==> config.mk <==
export PLATFORM = sky130hd
export DESIGN_NAME = imem_loader_flat
export DESIGN_NICKNAME = d
export VERILOG_FILES = /design/src/rtl/imem_loader_if.sv /design/src/rtl/imem_loader.sv /design/src/flat_wrapper.sv
export SDC_FILE = /design/constraint.sdc
export NUM_CORES = 1
export LEC_CHECK = 0
export ABC_AREA = 0
export CELL_PAD_IN_SITES_DETAIL_PLACEMENT = 1
export CELL_PAD_IN_SITES_GLOBAL_PLACEMENT = 2
export CORE_ASPECT_RATIO = 1.75
export CORE_MARGIN = 10
export CORE_UTILIZATION = 29
export DETAILED_ROUTE_END_ITERATION = 7
export GPL_TIMING_DRIVEN = 0
export PLACE_DENSITY_LB_ADDON = 0.08
export SLEW_MARGIN = 0
export SYNTH_ARGS = -nofsm -noshare
export SYNTH_HDL_FRONTEND = slang
export SYNTH_SLANG_ARGS = --single-unit
==> constraint.sdc <==
create_clock -name clk -period 2.5 [get_ports clk]
set_clock_uncertainty 0.1 [all_clocks]
set_input_delay 0.5 -clock clk [delete_from_list [all_inputs] [get_ports clk]]
set_output_delay 0.5 -clock clk [all_outputs]
set_load 0.1 [all_outputs]
==> src/rtl/imem_loader_if.sv <==
// imem_loader_if: instruction-word stream from the program source into the loader.
//   in_valid  : in_data / in_last are valid this cycle
//   in_data   : instruction word, INSTR_W bits
//   in_last   : marks the final word of the program
//   in_ready  : loader accepts a word this cycle (a beat moves when valid & ready)
// Modports: master = program source, slave = loader.
interface imem_loader_if #(
    parameter int unsigned INSTR_W = 16
);
    logic               in_valid;
    logic [INSTR_W-1:0] in_data;
    logic               in_last;
    logic               in_ready;

    modport master (output in_valid, output in_data, output in_last, input in_ready);
    modport slave  (input in_valid, input in_data, input in_last, output in_ready);
endinterface

==> src/rtl/imem_loader.sv <==
// imem_loader: run-time program loader for the 16-bit MiniMIPS instruction memory.
// Accepts instruction words over a valid/ready stream and writes them to
// consecutive word addresses starting at 0, holding the CPU until the whole
// program is resident.
//
// Ports:
//   clk, reset    : clock (posedge) and synchronous active-high reset
//   start         : one-cycle pulse; begins a load from IDLE, DONE or ERR
//   stream        : imem_loader_if.slave (in_valid, in_data, in_last, in_ready)
//   mem_we/addr/wdata : instruction memory write port (addr/wdata hold when idle)
//   cpu_hold      : 1 = processor held at PC 0
//   done          : program fully written
//   err           : overflow (DEPTH words without in_last) or checksum mismatch
//   count         : words written by the current / most recent load
//
// Optional feature, macro IMEM_LOADER_CHECKSUM_EN:
//   adds input expected_sum (sampled with the in_last beat) and output checksum
//   (running XOR of accepted words); a mismatch at the end of the load goes to ERR.
module imem_loader #(
    parameter int unsigned INSTR_W = 16,
    parameter int unsigned ADDR_W  = 8
) (
    input  logic               clk,
    input  logic               reset,
    input  logic               start,
    imem_loader_if.slave       stream,
`ifdef IMEM_LOADER_CHECKSUM_EN
    input  logic [INSTR_W-1:0] expected_sum,
    output logic [INSTR_W-1:0] checksum,
`endif
    output logic               mem_we,
    output logic [ADDR_W-1:0]  mem_addr,
    output logic [INSTR_W-1:0] mem_wdata,
    output logic               cpu_hold,
    output logic               done,
    output logic               err,
    output logic [ADDR_W:0]    count
);
    localparam logic [ADDR_W:0] COUNT_MAX = {1'b1, {ADDR_W{1'b0}}};

    typedef enum logic [2:0] {IDLE, LOAD, FINISH, DONE, ERR} state_t;

    state_t state, state_nx;

    logic [ADDR_W-1:0]  ptr, ptr_nx;
    logic               in_ready_q, in_ready_nx;
    logic               mem_we_nx;
    logic [ADDR_W-1:0]  mem_addr_nx;
    logic [INSTR_W-1:0] mem_wdata_nx;
    logic               cpu_hold_nx, done_nx, err_nx;
    logic [ADDR_W:0]    count_nx;
    logic               accept, restart, sum_ok;

`ifdef IMEM_LOADER_CHECKSUM_EN
    logic [INSTR_W-1:0] sum_q, sum_nx, exp_q, exp_nx;
    assign checksum = sum_q;
    assign sum_ok   = (sum_q == exp_q);
`else
    assign sum_ok   = 1'b1;
`endif

    assign stream.in_ready = in_ready_q;
    assign accept  = in_ready_q && stream.in_valid;
    assign restart = start && (state == IDLE || state == DONE || state == ERR);

    // State register
    always_ff @(posedge clk) begin
        if (reset) state <= IDLE;
        else       state <= state_nx;
    end

    // Next-state logic
    always_comb begin
        state_nx = state;
        case (state)
            IDLE:    if (start) state_nx = LOAD;
            LOAD: begin
                if (accept) begin
                    if (stream.in_last)   state_nx = FINISH;
                    else if (ptr == '1)   state_nx = ERR;
                end
            end
            FINISH:  state_nx = sum_ok ? DONE : ERR;
            DONE:    if (start) state_nx = LOAD;
            ERR:     if (start) state_nx = LOAD;
            default: state_nx = IDLE;
        endcase
    end

    // Output logic: next values of the registered outputs and datapath.
    // Status flags are derived from state_nx so they change in the same cycle
    // the state does, keeping every output registered.
    always_comb begin
        ptr_nx       = ptr;
        mem_we_nx    = 1'b0;
        mem_addr_nx  = mem_addr;
        mem_wdata_nx = mem_wdata;
        count_nx     = count;
`ifdef IMEM_LOADER_CHECKSUM_EN
        sum_nx       = sum_q;
        exp_nx       = exp_q;
`endif
        if (restart) begin
            ptr_nx   = '0;
            count_nx = '0;
`ifdef IMEM_LOADER_CHECKSUM_EN
            sum_nx   = '0;
`endif
        end
        if (accept) begin
            mem_we_nx    = 1'b1;
            mem_addr_nx  = ptr;
            mem_wdata_nx = stream.in_data;
            ptr_nx       = ptr + 1'b1;
            if (count != COUNT_MAX) count_nx = count + 1'b1;
`ifdef IMEM_LOADER_CHECKSUM_EN
            sum_nx = sum_q ^ stream.in_data;
            if (stream.in_last) exp_nx = expected_sum;
`endif
        end
        in_ready_nx = (state_nx == LOAD);
        cpu_hold_nx = (state_nx != DONE);
        done_nx     = (state_nx == DONE);
        err_nx      = (state_nx == ERR);
    end

    // Output and datapath registers
    always_ff @(posedge clk) begin
        if (reset) begin
            ptr        <= '0;
            in_ready_q <= 1'b0;
            mem_we     <= 1'b0;
            mem_addr   <= '0;
            mem_wdata  <= '0;
            cpu_hold   <= 1'b1;
            done       <= 1'b0;
            err        <= 1'b0;
            count      <= '0;
`ifdef IMEM_LOADER_CHECKSUM_EN
            sum_q      <= '0;
            exp_q      <= '0;
`endif
        end else begin
            ptr        <= ptr_nx;
            in_ready_q <= in_ready_nx;
            mem_we     <= mem_we_nx;
            mem_addr   <= mem_addr_nx;
            mem_wdata  <= mem_wdata_nx;
            cpu_hold   <= cpu_hold_nx;
            done       <= done_nx;
            err        <= err_nx;
            count      <= count_nx;
`ifdef IMEM_LOADER_CHECKSUM_EN
            sum_q      <= sum_nx;
            exp_q      <= exp_nx;
`endif
        end
    end
endmodule

==> src/flat_wrapper.sv <==
// flat-port wrapper written by rule: the top's interface ports become plain ports
module imem_loader_flat 
#(
    parameter int unsigned INSTR_W = 16,
    parameter int unsigned ADDR_W  = 8
)
  (clk, reset, start, mem_we, mem_addr, mem_wdata, cpu_hold, done, err, count, stream_in_valid, stream_in_data, stream_in_last, stream_in_ready);
  imem_loader_if #(.INSTR_W(INSTR_W)) stream_i ();
  input  logic clk;
  input  logic reset;
  input  logic start;
  output logic mem_we;
  output logic [ADDR_W-1:0] mem_addr;
  output logic [INSTR_W-1:0] mem_wdata;
  output logic cpu_hold;
  output logic done;
  output logic err;
  output logic [ADDR_W:0] count;
  input wire logic [$bits(stream_i.in_valid)-1:0] stream_in_valid;
  input wire logic [$bits(stream_i.in_data)-1:0] stream_in_data;
  input wire logic [$bits(stream_i.in_last)-1:0] stream_in_last;
  output wire logic [$bits(stream_i.in_ready)-1:0] stream_in_ready;
  assign stream_i.in_valid = stream_in_valid;
  assign stream_i.in_data = stream_in_data;
  assign stream_i.in_last = stream_in_last;
  assign stream_in_ready = stream_i.in_ready;
  imem_loader #(.INSTR_W(INSTR_W), .ADDR_W(ADDR_W)) u_core (.clk(clk), .reset(reset), .start(start), .stream(stream_i), .mem_we(mem_we), .mem_addr(mem_addr), .mem_wdata(mem_wdata), .cpu_hold(cpu_hold), .done(done), .err(err), .count(count));
endmodule
-- Word-level counts from Yosys, hierarchy flattened
Cells that the tools add are included.
- reductions and logical operators: 7
- add/subtract/negate cells: 2
- eq/ne operators: 10
- mux-type cells: 11
- operator list (cell ; count):
    $mux W9 ; 3
    $mux W8 ; 2
    $mux W3 ; 4
    $add A9 B1 Y9 const B ; 1
    $eq A3 B2 Y1 const B ; 3
    $ne A9 B9 Y1 const B ; 1
    $pmux W3 S3 ; 1
    $add A8 B1 Y8 const B ; 1
    $eq A8 B8 Y1 const B ; 1
    $eq A3 B1 Y1 const B ; 2
    $eq A3 B3 Y1 const B ; 2
    $logic_not A3 Y1 ; 1
    $ne A3 B2 Y1 const B ; 1
    $reduce_or A3 Y1 ; 1
    $logic_and A1 B1 Y1 ; 2
    $logic_or A1 B1 Y1 ; 2
    $reduce_bool A2 Y1 ; 1
    $mux W1 ; 1
- output and inout bits: 38
- word-level logic and storage cells: 40
- flip-flop bits (word level): 49
- bits of input ports: 21

-- Depth between registers and ports, before layout
- word-level depth: 7
- gate-level depth with buffers: 6
- depth with buffers taken out: 6

-- Least setup slack after synthesis
No wires, ideal clock.
- kind: flip-flop to flip-flop
- start point: register u_core.count[0]
- end point: register u_core.count[2]
- data arrival time: 2.163 ns
- slack: 0.176 ns
- cell stages (with the launch flop): 7
- path buffers: 0
- path through: dfxtp_1 > inv_1 > ha_1 > nor4b_4 > a211o_2 > nor3b_1 > a21o_1
- longest elaborated chain between the ends: 3
- ends and longest elaborated chain (what ; RTL line ; text):
    start: declaration ; imem_loader.sv:37 ; output logic [ADDR_W:0] count
    start signal: assignment ; imem_loader.sv:152 ; count <= count_nx;
    $add A9 B1 Y9 / $ne A9 B9 Y1 (equally long branches) ; imem_loader.sv:115 ; if (count != COUNT_MAX) count_nx = count + 1'b1;
    $mux W9 (*) ; imem_loader.sv:115 ;
    $mux W9 (*) ; imem_loader.sv:110 ; if (accept) begin
Mark *: on every way between the ends. The rest lies on a longest branch, timed or not.
A chain may end at the register's enable or synchronous reset.

-- Worst setup path after layout
- start point: register u_core.in_ready_q, in the netlist u_core.stream.in_ready
- end point: output port stream_in_ready
- RTL lines (what ; RTL line ; text):
    start: declaration ; imem_loader.sv:46 ; logic in_ready_q, in_ready_nx;
    start signal: assignment ; imem_loader.sv:145 ; in_ready_q <= in_ready_nx;
    end: declaration ; flat_wrapper.sv:22 ; output wire logic [$bits(stream_i.in_ready)-1:0] stream_in_ready;
No word-level cell between the ends.

==> summary.md <==
| Metric | Value |
|---|---|
| Post-DR vias/cell | 4.97 |
| Yosys top cell by area | dfxtp_1 |
| Syn Nets | 267 |
| Top post-synthesis cells by count | nand2_1, dfxtp_1, a21oi_1 |
| Static Leak | 1.10 nW |
| Fin crit period | 2.44 ns |
| Antenna violations before repair | 0 |
| Max stage delay on crit path | 1.16 ns |
| CP Cell Sequence | clkdlybuf4s50_1 |
| Synthesized area | 0.00206 mm2 |
| Nets | between 300 and 400 |
| Most frequent cell after synthesis | nand2_1 |
| Clk sinks | 49 |
| IR drop worst, VDD | 0.274 mV |
| Ranking of synthesized cells by area | dfxtp_1, nand2_1, a21oi_1 |
| Worst-path clk slew | 0.06 ns |
| Sequential element share of the synthesized area | 47.7% |
| Critical Path Source Type | register |
| Site row count | 40 |
| Ports | between 50 and 60 |
| All-layer global routing usage | 10.8% |
| CP top delay family | buffers and inverters |
| Global placement routability congestion | 0.716 |
| Final setup violation count | 0 |
| Max-slew headroom | 32.4% |
| Final Max Tran Viols | 0 |
| Port-buffer cells | 58 |
| Via count | 1950 |
| Initial core utilization | between 20% and 30% |
| Core ar. | 0.00691 mm2 |
| Yosys cell types | 48 |
| Unrepaired setup endpoints after global routing | false |
| Antenna Cells | 0 |
| H-tree lvl count | 2 |
| Area share of the largest cell type after synthesis | about 48% |
| Clock latency at the later pin of the worst-skew pair | 0.28 ns |
| Synth Register Bits | a little under 50 |
| HP Class | reg2reg |
| Longest Clk Path Bufs | 2 |
| Initial DRT Pass Iterations | 2 |
| Setup_tns | 0 ns |
| Die height | ~130 um |
| Final worst slack | 0.0640 ns |
| Post-DP HPWL | approximately 4700 um |
| Clock root buffer | clkbuf_16 |
| Flop-to-flop setup slack | ~0.49 ns |
| Final period util | 97.4% |
| Global route total overflow | 0 |
| CP max stage cell | clkdlybuf4s50_1 |
| Max Fclk | 411 MHz |
| Crit Path Max Fanout | 5 |
| Post-DRT Antenna Nets | 0 |
| CTS buffer count | 5 |
| YS warnings | 0 |
| Critical path class | reg2out |
| Critical path arrival | about 1.8 ns |
| Status | finished clean |
| Crit. End Element | output pin |
| PD cells | slightly above 600 mW/mm2 |
| Layout cells sized above 1 | 8.12% |
| Vias in the first global route | 2018 |
| Number of flops mapped to enable cells by yosys | 0 |
| Hold buffers post-CTS | 0 |
| Fillers | 832 |
| Max_cap viols | 0 |
| Place WS | 0.105 ns |
| Largest net degree at the start of global routing | 14 |
| Cells after Synth | roughly 240 |
| WL final | 6030 um |
| DIE WIDTH | 83.7 um |
| First-pass GRT wire length | slightly above 10000 um |
| Critical Path RT | 1.90 ns |
| Buf+Inv Stages, Crit Path | 1 |
| Worst Max-Slew Pin Slew | just over 1 ns |
| Avg Cell Area, Syn | 8.46 um2 |
| CTS tree | done |
| Residual DRC count | 0 |
| Sequential Area | 981 um2 |
| Final Hold Fails | 0 |
| FFs w/ async S/R, synth | 0% |
| DR WL/cell | 15.4 um |
| DR iter-0 viols | 43 |
| Top FF cell, synth | dfxtp_1 |
| P&R area growth vs syn | 40.3% |
| Die area | 0.0110 mm2 |
| Multi-input gate area | approximately 0.001 mm2 |
| Post-CTS Setup Repair Bufs | 0 |
[placed cells by master (no fill, tap or decap), drive strengths merged, types with 2 or more instances in the layout]
cell and instances:
a211o 3, a21o 2, a21oi 34, a311oi 3
a31oi 3, and3 4, buf 8, clkbuf 11
clkdlybuf4s50 49, dfxtp 49, dlygate4sd2 6, dlymetal6s2s 3
ha 3, inv 4, nand2 57, nand2b 3
nand3 6, nand4 4, nor2 18, nor3 7
nor3b 2, nor4b 2, o21ai 6, xnor2 2
[per-stage QoR]
stage | total power, mW | hold slack, ns | std cells | area (um2) | util [%]
after floorplan | 1.03 | 0.357 | 243 | 2060 | -
after global placement | 1.13 | 0.342 | 385 | 2740 | 39.7
after detailed placement | 1.13 | 0.347 | 385 | 2740 | 39.7
after CTS | 1.81 | 0.356 | 392 | 2880 | 41.7
after global routing | 1.86 | 0.370 | 392 | 2890 | 41.8
final | 1.78 | 0.354 | 392 | 2890 | 41.8
[power by group]
group / internal (mW) / switching [mW] / total, mW
Sequential: 0.800 / 0.0137 / 0.813
Clock: 0.393 / 0.272 / 0.665
Combinational: 0.0916 / 0.206 / 0.298
Total: 1.28 / 0.492 / 1.78
[sequential cells by signal, summed over array words and instances (netlist names)]
| register | flops |
|---|---|
| u_core.mem_wdata | 16 |
| u_core.count | 9 |
| u_core.mem_addr | 8 |
| u_core.ptr | 8 |
| u_core.state | 3 |
| u_core.cpu_hold | 1 |
| u_core.done | 1 |
| u_core.err | 1 |
| u_core.mem_we | 1 |
| u_core.stream.in_ready | 1 |
[routing by layer]
layer  global-route usage (%)  vias up  share of wire (%)
li1                         -      977                  -
met1                     11.1      925                 39
met2                     19.7       40                 54
met3                     3.65        8                5.4
met4                     3.46        0                1.6
met5                        0        -                  0
[path summary, 6_finish.rpt]
| check | startpoint | endpoint | cells after the start |
|---|---|---|---|
| max reg2reg | u_core.ptr[0]$_SDFFE_PP0P_ | u_core.stream.in_ready$_SDFF_PP0_ | 5 |
| min reg2reg | u_core.mem_wdata[9]$_SDFFE_PP0N_ | u_core.mem_wdata[9]$_SDFFE_PP0N_ | 2 |
| max | u_core.stream.in_ready$_SDFF_PP0_ | stream_in_ready | 1 |
| min | u_core.mem_wdata[9]$_SDFFE_PP0N_ | u_core.mem_wdata[9]$_SDFFE_PP0N_ | 2 |
[kinds of logic after synthesis]
| kind of cell | count (synthesis) | synth area share, % |
|---|---|---|
| adders and majority gates | 3 | 1.83 |
| DFF | 49 | 47.7 |
| xor gates and xnor gates | 3 | 1.28 |
| AOI/OAI and AO/OA | 61 | 18.9 |
| and+or+nand+nor | 110 | 26.5 |
| buffers and inverters | 16 | 3.28 |
| muxes | 1 | 0.547 |
[layout make-up]
cell class                 count  area share [%]
tap                           84            3.64
clock buffer                   7            4.94
buffer                        12            1.82
multi-input combinational    178            35.0
timing repair buffer          58            20.1
sequential                    49            34.0
inverter                       4           0.520
[timing repair]
item                                   CTS  global route
cloned                                   0             0
setup endpoints to repair                6             3
pin swaps                                0             0
gates resized for setup                  6             3
endpoints found under the hold margin    0             0
Note: power is estimated with default switching activity, not from simulation.
